File: config.mk
export PLATFORM = sky130hd
export DESIGN_NAME = uart_tx_arbiter
export DESIGN_NICKNAME = d
export VERILOG_FILES = /design/src/rtl/uart_tx_arbiter.sv
export SDC_FILE = /design/constraint.sdc
export NUM_CORES = 1
export LEC_CHECK = 0
export ABC_AREA = 1
export BUFFER_PORTS_ARGS = -buffer_cell sky130_fd_sc_hd__buf_2
export CORE_UTILIZATION = 56
export DETAILED_ROUTE_END_ITERATION = 8
export PLACE_DENSITY = 0.85
export SYNTH_ARGS = -nofsm -noshare
export SYNTH_HDL_FRONTEND = slang
export SYNTH_SLANG_ARGS = --single-unit
File: constraint.sdc
create_clock -name clk -period 5.1 [get_ports clk]
set_input_delay 0.765 -clock clk [delete_from_list [all_inputs] [get_ports clk]]
set_output_delay 0.765 -clock clk [all_outputs]
set_load 0.005 [all_outputs]
File: src/rtl/uart_tx_arbiter.sv
// Round-robin arbiter that shares a single UART transmitter between NUM_REQ requesters,
// with short per-grant bursts, a start-acknowledge timeout and sticky error flags.
module uart_tx_arbiter #(
  parameter int NUM_REQ     = 4,
  parameter int DATA_W      = 9,
  parameter int ACK_TIMEOUT = 64,
  parameter int MAX_BURST   = 4
) (
  input  logic                       clk,
  input  logic                       rst,
  input  logic [NUM_REQ-1:0]         req_valid,
  input  logic [NUM_REQ*DATA_W-1:0]  req_data,
  output logic [NUM_REQ-1:0]         req_ack,
  output logic                       uart_start,
  output logic [DATA_W-1:0]          uart_data,
  input  logic                       uart_busy,
  input  logic                       uart_error,
  input  logic                       err_clr,
  output logic [$clog2(NUM_REQ)-1:0] grant_id,
  output logic                       active,
  output logic                       timeout_err,
  output logic                       frame_err
);

  localparam int GW  = $clog2(NUM_REQ);
  localparam int GW1 = GW + 1;
  localparam int CW  = $clog2(ACK_TIMEOUT + 1);
  localparam int BW  = $clog2(MAX_BURST + 1);
  localparam logic [CW-1:0]  CNT_LAST   = CW'(ACK_TIMEOUT - 1);
  localparam logic [BW-1:0]  BURST_LAST = BW'(MAX_BURST - 1);
  localparam logic [GW1-1:0] NUM_REQ_W  = GW1'(NUM_REQ);

  typedef enum logic [1:0] {
    IDLE,
    START,
    WAIT_BUSY,
    WAIT_DONE
  } state_t;

  state_t              r_state;
  logic [NUM_REQ-1:0]  r_req_ack;
  logic                r_uart_start;
  logic [DATA_W-1:0]   r_uart_data;
  logic [GW-1:0]       r_grant;
  logic [GW-1:0]       r_last_grant;
  logic [BW-1:0]       r_burst_cnt;
  logic [CW-1:0]       r_to_cnt;
  logic                r_timeout_err;
  logic                r_frame_err;

  state_t              w_state_nxt;
  logic [NUM_REQ-1:0]  w_ack_nxt;
  logic                w_start_nxt;
  logic [DATA_W-1:0]   w_data_nxt;
  logic [GW-1:0]       w_grant_nxt;
  logic [GW-1:0]       w_last_nxt;
  logic [BW-1:0]       w_burst_nxt;
  logic [CW-1:0]       w_cnt_nxt;
  logic                w_timeout_set;
  logic                w_frame_set;
  logic                w_found;
  logic [GW-1:0]       w_winner;
  logic [GW1-1:0]      w_cand;

  // Search starts one past the last grant and wraps, so the first hit is the round-robin winner.
  always_comb begin
    w_found  = 1'b0;
    w_winner = r_last_grant;
    w_cand   = '0;
    for (int i = 1; i <= NUM_REQ; i++) begin
      w_cand = {1'b0, r_last_grant} + GW1'(i);
      if (w_cand >= NUM_REQ_W) w_cand = w_cand - NUM_REQ_W;
      if (!w_found && req_valid[w_cand[GW-1:0]]) begin
        w_found  = 1'b1;
        w_winner = w_cand[GW-1:0];
      end
    end
  end

  always_comb begin
    w_state_nxt   = r_state;
    w_ack_nxt     = '0;
    w_start_nxt   = 1'b0;
    w_data_nxt    = r_uart_data;
    w_grant_nxt   = r_grant;
    w_last_nxt    = r_last_grant;
    w_burst_nxt   = r_burst_cnt;
    w_cnt_nxt     = r_to_cnt;
    w_timeout_set = 1'b0;
    w_frame_set   = 1'b0;
    case (r_state)
      IDLE: begin
        if (w_found && !uart_busy) begin
          w_data_nxt           = req_data[w_winner*DATA_W +: DATA_W];
          w_ack_nxt[w_winner]  = 1'b1;
          w_grant_nxt          = w_winner;
          w_burst_nxt          = '0;
          w_state_nxt          = START;
        end
      end
      START: begin
        w_start_nxt = 1'b1;
        w_cnt_nxt   = '0;
        w_state_nxt = WAIT_BUSY;
      end
      WAIT_BUSY: begin
        if (uart_busy) begin
          w_state_nxt = WAIT_DONE;
        end else if (r_to_cnt == CNT_LAST) begin
          w_timeout_set = 1'b1;
          w_last_nxt    = r_grant;
          w_state_nxt   = IDLE;
        end else begin
          w_cnt_nxt = r_to_cnt + 1'b1;
        end
      end
      WAIT_DONE: begin
        w_frame_set = uart_error;
        if (!uart_busy) begin
          // Same requester keeps the driver while it has data and burst budget left.
          if (req_valid[r_grant] && (r_burst_cnt < BURST_LAST)) begin
            w_data_nxt          = req_data[r_grant*DATA_W +: DATA_W];
            w_ack_nxt[r_grant]  = 1'b1;
            w_burst_nxt         = r_burst_cnt + 1'b1;
            w_state_nxt         = START;
          end else begin
            w_last_nxt  = r_grant;
            w_state_nxt = IDLE;
          end
        end
      end
      default: w_state_nxt = IDLE;
    endcase
  end

  always_ff @(posedge clk) begin
    if (rst) begin
      r_state       <= IDLE;
      r_req_ack     <= '0;
      r_uart_start  <= 1'b0;
      r_uart_data   <= '0;
      r_grant       <= '0;
      r_last_grant  <= GW'(NUM_REQ - 1);
      r_burst_cnt   <= '0;
      r_to_cnt      <= '0;
      r_timeout_err <= 1'b0;
      r_frame_err   <= 1'b0;
    end else begin
      r_state       <= w_state_nxt;
      r_req_ack     <= w_ack_nxt;
      r_uart_start  <= w_start_nxt;
      r_uart_data   <= w_data_nxt;
      r_grant       <= w_grant_nxt;
      r_last_grant  <= w_last_nxt;
      r_burst_cnt   <= w_burst_nxt;
      r_to_cnt      <= w_cnt_nxt;
      r_timeout_err <= w_timeout_set | (r_timeout_err & ~err_clr);
      r_frame_err   <= w_frame_set | (r_frame_err & ~err_clr);
    end
  end

  assign req_ack     = r_req_ack;
  assign uart_start  = r_uart_start;
  assign uart_data   = r_uart_data;
  assign grant_id    = r_grant;
  assign active      = (r_state != IDLE);
  assign timeout_err = r_timeout_err;
  assign frame_err   = r_frame_err;

endmodule

# After elaboration in Yosys (flattened, before gate mapping)
# Cells that the tools add are included.
[op_classes]
addsub = 10
multipliers = 2
n_lt_le_gt_ge = 13
n_eq_ne = 12
n_shift = 2
n_mux = 57
bitwise = 5
reduce_logical = 21
[op_table]
columns = ["cell", "n"]
rows = [
  ["$shiftx 36x7->9", 2],
  ["$mux 2", 16],
  ["$mux 9", 3],
  ["$lt 2x3->1 const B", 6],
  ["$pmux 9 s2", 1],
  ["$mux 1", 17],
  ["$mux 7", 2],
  ["$ne 2x2->1 const B", 7],
  ["$pmux 7 s2", 1],
  ["$ge 3x3->1 const B", 4],
  ["$mul 2x4->6 const B", 2],
  ["$mux 4", 3],
  ["$bmux 1 s2", 5],
  ["$mux 3", 3],
  ["$pmux 2 s4", 1],
  ["$pmux 4 s2", 1],
  ["$reduce_bool 2->1", 4],
  ["$sub 2x1->2 const B", 4],
  ["$add 7x1->7 const B", 1],
  ["$eq 7x6->1 const B", 1],
  ["$logic_and 1x1->1", 7],
  ["$add 2x2->3 const B", 2],
  ["$pmux 3 s2", 1],
  ["$reduce_and 3->1", 2],
  ["other kinds (18)", 26],
]
[totals]
regBits = 32
input_bits = 45
output_inout_bits = 19
word_cells = 132

# Longest topological paths before layout
# Gate-level depths: netlist of the first run.
[logic_depth]
word_depth = 21
ltp_mapped = 15
ltp_nobuf = 13

# Worst setup path before layout of the first run
# Ideal clock, no wire load.
[synth_timing]
path_kind = "input to register"
start = "input req_valid[0]"
end = "register r_uart_data[6], in the netlist uart_data[6]"
setup_ns = 0.131
arrival_ns = 1.840
required_time_ns = 4.969
slack_ns = 3.129
path_stages = 13
path_buffers = 1
cell_sequence = "nand2_1 > nand2_2 > nand2_4 > nand2_8 > inv_4 > nand3_2 > nand2_2 > nand3_4 > buf_12 > nand3_1 > nand3_1 > nand3_2 > a21oi_2"
[synth_between]
elab_chain_cells = 16
elab_cells_between_ends = 33
classes_between = "mul: 1; eq/ne: 2; shift: 1; mux: 20; reduce/logical: 9"
[synth_rtl]
columns = ["item", "line_no", "source"]
rows = [
  ["start: declaration", "11", "input logic [NUM_REQ-1:0] req_valid,"],
  ["$bmux 1 s2", "73", "if (!w_found && req_valid[w_cand[GW-1:0]]) begin"],
  ["$mux 1 (not written as such)", "73", ""],
  ["$mux 1", "73", ""],
  ["$logic_not 1->1", "73", ""],
  ["$logic_and 1x1->1", "73", ""],
  ["$mux 1", "73", ""],
  ["$logic_not 1->1", "73", ""],
  ["$logic_and 1x1->1", "73", ""],
  ["$mux 1", "73", ""],
  ["$logic_not 1->1", "73", ""],
  ["$logic_and 1x1->1", "73", ""],
  ["$mux 2", "73", ""],
  ["$mul 2x4->6", "94", "w_data_nxt = req_data[w_winner*DATA_W +: DATA_W];"],
  ["$shiftx 36x7->9", "94", ""],
  ["$mux 9", "93", "if (w_found && !uart_busy) begin"],
  ["$pmux 9 s2", "91", "case (r_state)"],
  ["end signal: assignment", "152", "r_uart_data <= w_data_nxt;"],
  ["end: declaration", "43", "logic [DATA_W-1:0] r_uart_data;"],
]
# Parallel ways exist; a longest one is shown, timed or not. The select of a mux whose other input is x is not followed.
# A chain may end at the register's enable or synchronous reset.

# Final worst setup path of the first run
[layout_timing]
start = "register r_last_grant[0]"
end = "register r_uart_data[2], in the netlist uart_data[2]"
[layout_between]
elab_chain_cells = 19
elab_cells_between_ends = 45
classes_between = "add/sub: 8; mul: 1; order compare: 4; eq/ne: 1; shift: 1; mux: 22; reduce/logical: 8"
[layout_rtl]
columns = ["item", "line_no", "source"]
rows = [
  ["start: declaration", "45", "logic [GW-1:0] r_last_grant;"],
  ["start signal: assignment", "143", "r_last_grant <= GW'(NUM_REQ - 1);"],
  ["start signal: assignment", "154", "r_last_grant <= w_last_nxt;"],
  ["$add 2x1->3", "71", "w_cand = {1'b0, r_last_grant} + GW1'(i);"],
  ["$ge 3x3->1 or $sub 2x1->2 (tied branches)", "72", "if (w_cand >= NUM_REQ_W) w_cand = w_cand - NUM_REQ_W;"],
  ["$mux 2", "72", ""],
  ["$bmux 1 s2", "73", ""],
  ["$mux 1 (not written as such)", "73", ""],
  ["$mux 1", "73", ""],
  ["$logic_not 1->1", "73", ""],
  ["$logic_and 1x1->1", "73", ""],
  ["[3 not listed]", "n/a", ""],
  ["$mux 1", "73", ""],
  ["$logic_not 1->1", "73", ""],
  ["$logic_and 1x1->1", "73", ""],
  ["$mux 2", "73", ""],
  ["$mul 2x4->6", "94", ""],
  ["$shiftx 36x7->9", "94", ""],
  ["$mux 9", "93", ""],
  ["$pmux 9 s2", "91", ""],
]
# Parallel ways exist; a longest one is shown, timed or not. The select of a mux whose other input is x is not followed.

==> load_flow_metrics.sql, run 1 <==
INSERT INTO impl_metrics (metric_group, metric, value, unit) VALUES
('final_layout', 'most_frequent_cells_in_the_layout', 'nand3_1 (78), nand2_1 (67), buf_2 (63), dfxtp_1 (32), a21oi_1 (26)', ''),
('floorplanning', 'floorplan.initialDensity', '0.601', ''),
('pwr', 'p_int', '640', 'uW'),
('global_routing', 'gr-usage-all-layers', '0.286', ''),
('critical_path', 'r2r_cells', '13', ''),
('critical_path', 'critPathCapture', 'uart_data[2]', ''),
('sta', 'final.setup_skew', '0.00721', 'ns'),
('sta', 'setup-tns-final', '0', 'ns'),
('placed_design', 'dpl_cells', '424', ''),
('sta', 'fin_worst_hold_slack', '0.460', 'ns'),
('clock_network', 'numClockSinks', '32', ''),
('critical_path', 'max_stage_delay', '0.68', 'ns'),
('floorplanning', 'core.rowCount', '22', ''),
('synthesis', 'mappedNetlistArea', '2270', 'um^2'),
('synthesis', 'mean_instance_size_in_the_synthesized_netlist', '6.99', 'um^2'),
('critical_path', 'timing.rr.start', 'r_last_grant[0]', ''),
('pwr', 'combinationalPowerShare', '0.485', ''),
('global_routing', 'grt_pass1_vias', '2129', ''),
('clock_network', 'cts_repair_resize_count', '0', ''),
('floorplanning', 'io-pin-count', '64', ''),
('drt', 'detail-route-antenna-nets', '0', ''),
('critical_path', 'crit_required', '5.27', 'ns'),
('sta', 'final.period_utilization', '0.457', ''),
('critical_path', 'worst-path-max-fanout', '14', ''),
('worst_hold_path', 'worstHoldPathType', 'flip-flop to flip-flop', ''),
('pwr', 'switching_share', '0.437', ''),
('pwr', 'p_clk_frac', '0.212', ''),
('sta', 'final-setup-viol-count', '0', ''),
('clock_network', 'htree_levels', '2', ''),
('pwr', 'ir_worst_vdd', '0.283', 'mV'),
('global_routing', 'gr-total-overflow', '0', ''),
('drt', 'drt-pass1-iter-count', '5', ''),
('sta', 'timing_worst_slew_pin_value', '0.735', 'ns'),
('outcome', 'outcome', 'completed', ''),
('floorplanning', 'die_y', '65.6', 'um'),
('clock_network', 'clock_transition_at_the_register_clock_pins_on_the_worst_setup_and_hold_paths_after_cts', '0.07', 'ns'),
('critical_path', 'timing.critical_path.from', 'r_last_grant[0]', ''),
('placed_design', 'post_dp_hpwl', '4340', 'um'),
('floorplanning', 'die_w', '65.6', 'um'),
('drt', 'iteration_0_drc_count_of_the_detailed_router', '231', ''),
('critical_path', 'timing.rr.end', 'uart_data[2]', ''),
('run', 'cap_viol_max_count', '0', ''),
('drt', 'number_of_vias_after_detailed_routing', '2447', ''),
('pwr', 'power_switching', '496', 'uW'),
('synthesis', 'postSynthRegisterBits', '32', ''),
('critical_path', 'crit_top_cell', 'nand2_1', ''),
('clock_network', 'holdBufCountCts', '0', ''),
('pwr', 'p_seq_frac', '0.302', ''),
('placed_design', 'placement.io_buffers', '63', ''),
('drt', 'postRouteWirelength', '5770', 'um'),
('final_layout', 'layoutNonFillerInstCount', '432', ''),
('final_layout', 'areaGrowthSynthToFinish', '17.1', '%'),
('clock_network', 'cts-buffers-inserted', '5', ''),
('clock_network', 'clock_latency', '0.29', 'ns'),
('critical_path', 'reg2reg_setup_slack', '2.77', 'ns'),
('floorplanning', 'die_area', '4300', 'um^2'),
('global_routing', 'antenna_found_initial', '0', ''),
('clock_network', 'cts_tree', 'yes', ''),
('synthesis', 'synth.yosys.warnings', '0', ''),
('critical_path', 'crit_path_end_kind', 'flip-flop', ''),
('synthesis', 'synth_cells', '324', ''),
('critical_path', 'slowest_stage', 'dfxtp_1', ''),
('sta', 'max_clock_freq', '0.429', 'GHz'),
('sta', 'grt_setup_unrepaired', 'no', ''),
('floorplanning', 'coreArea', '3770', 'um^2'),
('drt', 'routedWlPerCell', '13.3', 'um'),
('sta', 'relative_slew_margins', '0.509', ''),
('critical_path', 'worst_setup_path_start_kind', 'flip-flop', ''),
('final_layout', 'nets', '435', ''),
('final_layout', 'layout.cells.most_common', 'nand3_1', ''),
('critical_path', 'timing_worst_setup_path_type', 'flip-flop to flip-flop', '');
sequential cells by signal, summed over array words and instances (netlist names):
register and cells:
uart_data 9, r_to_cnt 7, req_ack 4, r_burst_cnt 3, grant_id 2, r_last_grant 2, r_state 2, frame_err 1
timeout_err 1, uart_start 1
stage by stage:
stage / power, uW / worst slack [ns] / utilization
global route: 1220 / 2.50 / 0.703
CTS: 1130 / 2.76 / 0.703
floorplan: 776 / 3.13 / -
detailed placement: 887 / 2.76 / 0.674
global placement: 876 / 2.82 / 0.674
finish: 1140 / 2.77 / 0.703
power groups by stage:
stage	clock [uW]	combinational [uW]	sequential, uW
floorplan	0	436	340
global placement	0	530	346
detailed placement	0	540	347
CTS	242	546	342
global route	255	617	350
finish	241	551	343
worst max-delay path, delay by kind of cell (launching register included):
kind,cells,cell delay [ns]
buf+inv,2,0.35
simple gates,10,1.09
flops,1,0.68
compound gates,1,0.07
per-layer routing:
metal | GRT usage | vias up | part of all wire
met5 | 0 | - | 0
met4 | 0.0924 | 0 | 0.021
met2 | 0.494 | 129 | 0.46
met1 | 0.359 | 1086 | 0.43
li1 | - | 1216 | -
met3 | 0.0486 | 16 | 0.092
kinds of logic (layout without fill, tap and decap cells):
logic type                 count (synthesis)  in the layout  synth area share
and+or+nand+nor                          200            200             0.477
adders and majority gates                  7              7            0.0387
buffers and inverters                     40            100            0.0933
DFF                                       32             32             0.283
AOI/OAI and AO/OA                         45             45             0.109
synth_stat cells:
| master | n | area share |
|---|---|---|
| nand3_1 | 78 | 0.17 |
| nand2_1 | 67 | 0.11 |
| dfxtp_1 | 32 | 0.28 |
| a21oi_1 | 26 | 0.057 |
| inv_1 | 24 | 0.040 |
| nand3_2 | 13 | 0.057 |
| nor2_1 | 12 | 0.020 |
| nand2_2 | 11 | 0.030 |
| o21ai_0 | 10 | 0.022 |
| ha_1 | 7 | 0.039 |
| nand2_4 | 7 | 0.035 |
| buf_6 | 5 | 0.025 |
| inv_2 | 4 | 0.0066 |
| nor3_1 | 3 | 0.0066 |
| a211oi_1 | 2 | 0.0066 |
| clkbuf_1 | 2 | 0.0033 |
| nand3_4 | 2 | 0.015 |
| nor3b_1 | 2 | 0.0066 |
| o211ai_1 | 2 | 0.0066 |
| a21oi_2 | 1 | 0.0039 |
| a31oi_1 | 1 | 0.0028 |
| a41oi_1 | 1 | 0.0039 |
| buf_1 | 1 | 0.0017 |
| buf_12 | 1 | 0.0088 |
| buf_2 | 1 | 0.0022 |
| buf_4 | 1 | 0.0033 |
| inv_4 | 1 | 0.0028 |
| nand2_8 | 1 | 0.0088 |
| nand4_1 | 1 | 0.0028 |
| nor2_4 | 1 | 0.0050 |
| o21ai_1 | 1 | 0.0022 |
| o21bai_1 | 1 | 0.0033 |
| or2_0 | 1 | 0.0028 |
| or2_2 | 1 | 0.0028 |
final cells by class:
cell class	instances	area, um^2
inverters	29	111
flip-flops and latches	32	641
clock buffers	5	68.8
clock inverters	3	42.5
well taps	48	60.1
repair buffers	63	315
multi-input cells	252	1410
fillers	323	1120
worst min path at each step:
| stage | startpoint | endpoint | slack, ns | depth (start not counted) |
|---|---|---|---|---|
| floorplan | r_to_cnt[6] | r_to_cnt[6] | 0.42 | 2 |
| global placement | r_to_cnt[6] | r_to_cnt[6] | 0.43 | 2 |
| detailed placement | r_to_cnt[6] | r_to_cnt[6] | 0.44 | 2 |
| CTS | r_to_cnt[6] | r_to_cnt[6] | 0.45 | 2 |
| global route | r_to_cnt[6] | r_to_cnt[6] | 0.49 | 2 |
| finish | r_to_cnt[6] | r_to_cnt[6] | 0.46 | 2 |
Power figures use the tool's default switching activity.
==> run 2, diff against run 1 <==
Settings changed: CORE_UTILIZATION 56 to 52, PLACE_DENSITY 0.85 to 0.8.
Clock period 5.1 ns to 2.4 ns, I/O delays scaled along.
==> load_flow_metrics.sql, run 2 (synthesized netlist as in run 1, its figures left out) <==
INSERT INTO impl_metrics (metric_group, metric, value, unit) VALUES
('pwr', 'combinationalPowerShare', '0.487', ''),
('global_routing', 'gr-total-overflow', '0', ''),
('outcome', 'outcome', 'completed', ''),
('sta', 'fin_worst_hold_slack', '0.321', 'ns'),
('critical_path', 'crit_required', '2.57', 'ns'),
('sta', 'final_critical_path_setup_slack', '0.336', 'ns'),
('drt', 'iteration_0_drc_count_of_the_detailed_router', '184', ''),
('placed_design', 'placement.io_buffers', '63', ''),
('sta', 'timing_worst_slew_pin_value', '0.582', 'ns'),
('drt', 'detail-route-antenna-nets', '0', ''),
('final_layout', 'postLayoutCoreUtil', '0.655', ''),
('drt', 'number_of_vias_after_detailed_routing', '2384', ''),
('final_layout', 'largest_reg_flops', '9', ''),
('clock_network', 'cts_repair_resize_count', '0', ''),
('placed_design', 'post_dp_cell_area', '2570', 'um^2'),
('clock_network', 'clock_transition_at_the_register_clock_pins_on_the_worst_setup_and_hold_paths_after_cts', '0.07', 'ns'),
('sta', 'final.setup_skew', '0.00572', 'ns'),
('floorplanning', 'core.rowCount', '23', ''),
('sta', 'final.period_utilization', '0.860', ''),
('pwr', 'p_clk_frac', '0.214', ''),
('placed_design', 'globalplace.congestion', '0.898', ''),
('global_routing', 'antenna_found_initial', '0', ''),
('sta', 'relative_slew_margins', '0.611', ''),
('floorplanning', 'die_w', '68.0', 'um'),
('worst_hold_path', 'holdCritStartpoint', 'uart_error', ''),
('clock_network', 'clk_root_buffer_cell', 'clkbuf_8', ''),
('sta', 'setup-tns-final', '0', 'ns'),
('clock_network', 'numClockSinks', '32', ''),
('sta', 'grt_setup_unrepaired', 'no', ''),
('pwr', 'p_int', '1360', 'uW'),
('global_routing', 'gr-usage-all-layers', '0.255', ''),
('global_routing', 'grt_max_degree', '19', ''),
('critical_path', 'timing_worst_setup_path_type', 'flip-flop to flip-flop', ''),
('clock_network', 'holdBufCountCts', '0', ''),
('placed_design', 'place_ws', '0.359', 'ns'),
('drt', 'avgViaCountPerCell', '5.46', ''),
('sta', 'final_report_max_slew_violation_count', '0', ''),
('worst_hold_path', 'worstHoldPathType', 'primary input to flip-flop', ''),
('sta', 'fin_crit', '2.06', 'ns'),
('final_layout', 'layout.cell_area.non_filler', '2680', 'um^2'),
('floorplanning', 'die_area', '4630', 'um^2'),
('placed_design', 'post_dp_hpwl', '4380', 'um'),
('run', 'cap_viol_max_count', '0', ''),
('critical_path', 'timing.critical_path.from', 'r_last_grant[0]', ''),
('drt', 'drc_errors', '0', ''),
('clock_network', 'htree_levels', '2', ''),
('drt', 'postRouteWirelength', '5690', 'um'),
('critical_path', 'worst_setup_path_start_kind', 'flip-flop', ''),
('global_routing', 'globalRouteMet2Util', '0.425', ''),
('floorplanning', 'io-pin-count', '64', ''),
('floorplanning', 'floorplan.initialDensity', '0.555', ''),
('pwr', 'p_seq_frac', '0.299', ''),
('final_layout', 'insertedDiodeCount', '0', ''),
('clock_network', 'clock_tree.buffer_depth', '2', ''),
('final_layout', 'drive_above_1_share', '0.300', ''),
('critical_path', 'cp_data_arrival_time', '2.23', 'ns'),
('clock_network', 'cts-buffers-inserted', '5', ''),
('critical_path', 'timing.rr.start', 'r_last_grant[0]', ''),
('pwr', 'ir_worst_vdd', '0.578', 'mV'),
('drt', 'drt-pass1-iter-count', '4', ''),
('clock_network', 'clock_latency', '0.29', 'ns'),
('drt', 'routedWlPerCell', '13.0', 'um'),
('critical_path', 'crit_path_end_kind', 'flip-flop', ''),
('floorplanning', 'die_y', '68.0', 'um'),
('final_layout', 'areaGrowthSynthToFinish', '18.2', '%'),
('global_routing', 'grt_busiest_layer', 'met2', ''),
('global_routing', 'grt_pass1_wl', '8800', 'um'),
('global_routing', 'globalRouteMet1Util', '0.319', ''),
('floorplanning', 'coreArea', '4090', 'um^2'),
('global_routing', 'grt.met3_usage', '0.0700', ''),
('clock_network', 'cts_post_setup_buffers_inserted', '0', ''),
('sta', 'hold_violations', '0', ''),
('pwr', 'power_per_cell_area', '902', 'nW/um^2'),
('pwr', 'cellLeakagePower', '0.00128', 'uW'),
('clock_network', 'cts_tree', 'yes', ''),
('final_layout', 'layout.cells.most_common', 'nand3_1', ''),
('sta', 'max_clock_freq', '0.484', 'GHz'),
('final_layout', 'nets', '438', ''),
('critical_path', 'worst-path-max-fanout', '14', ''),
('pwr', 'switching_share', '0.436', ''),
('global_routing', 'grt_pass1_vias', '2026', ''),
('sta', 'final-setup-viol-count', '0', ''),
('final_layout', 'most_frequent_cells_in_the_layout', 'nand3_1 (78), nand2_1 (67), buf_2 (63), dfxtp_1 (32), a21oi_1 (26)', ''),
('pwr', 'power_switching', '1050', 'uW');
## run 2: cell count changes in the layout (fill, tap and decap cells not counted)
cell,previous run,this run
buf_4,0,3
## run 2: worst paths after layout
kind	end	slack, ns	depth (start not counted)
min	frame_err	0.32	3
max reg2reg	r_burst_cnt[1]	0.34	12
min reg2reg	r_to_cnt[6]	0.45	2
max	r_burst_cnt[1]	0.34	12
## run 2: layout make-up
type | instances | area, um^2
clock buffers | 5 | 68.8
clock inverters | 3 | 42.5
fillers | 370 | 1410
inverters | 29 | 111
multi-input cells | 252 | 1410
flip-flops and latches | 32 | 641
well taps | 50 | 62.6
repair buffers | 66 | 338
## run 2: metrics by stage
step                std cells  total power, uW
finish                    437             2410
global route              437             2600
CTS                       437             2410
detailed placement        429             1890
global placement          429             1870
floorplan                 324             1650
## run 2: power by group through the flow
stage	Combinational, uW	Sequential (uW)	Clock, uW
floorplan	927	722	0
global placement	1140	732	0
detailed placement	1160	731	0
CTS	1170	720	525
global route	1310	733	548
finish	1180	721	517
## run 2: layer usage
metal | up-vias | wire [um]
li1 | 1218 | -
met1 | 1068 | 2570
met2 | 91 | 2680
met3 | 7 | 389
met4 | 0 | 46
met5 | - | 0
## run 2: critical path, cell delays in order (launching register included)
cell and delay [ns]:
dfxtp_1 0.38, buf_4 0.21, nand2_1 0.09, nand2_2 0.12, nand2_4 0.08, nand2_8 0.11
nor2_1 0.05, nand4_1 0.09, nand2_1 0.08, nand2_1 0.07, nand2_2 0.18, o21ai_0 0.38
nor2_1 0.09
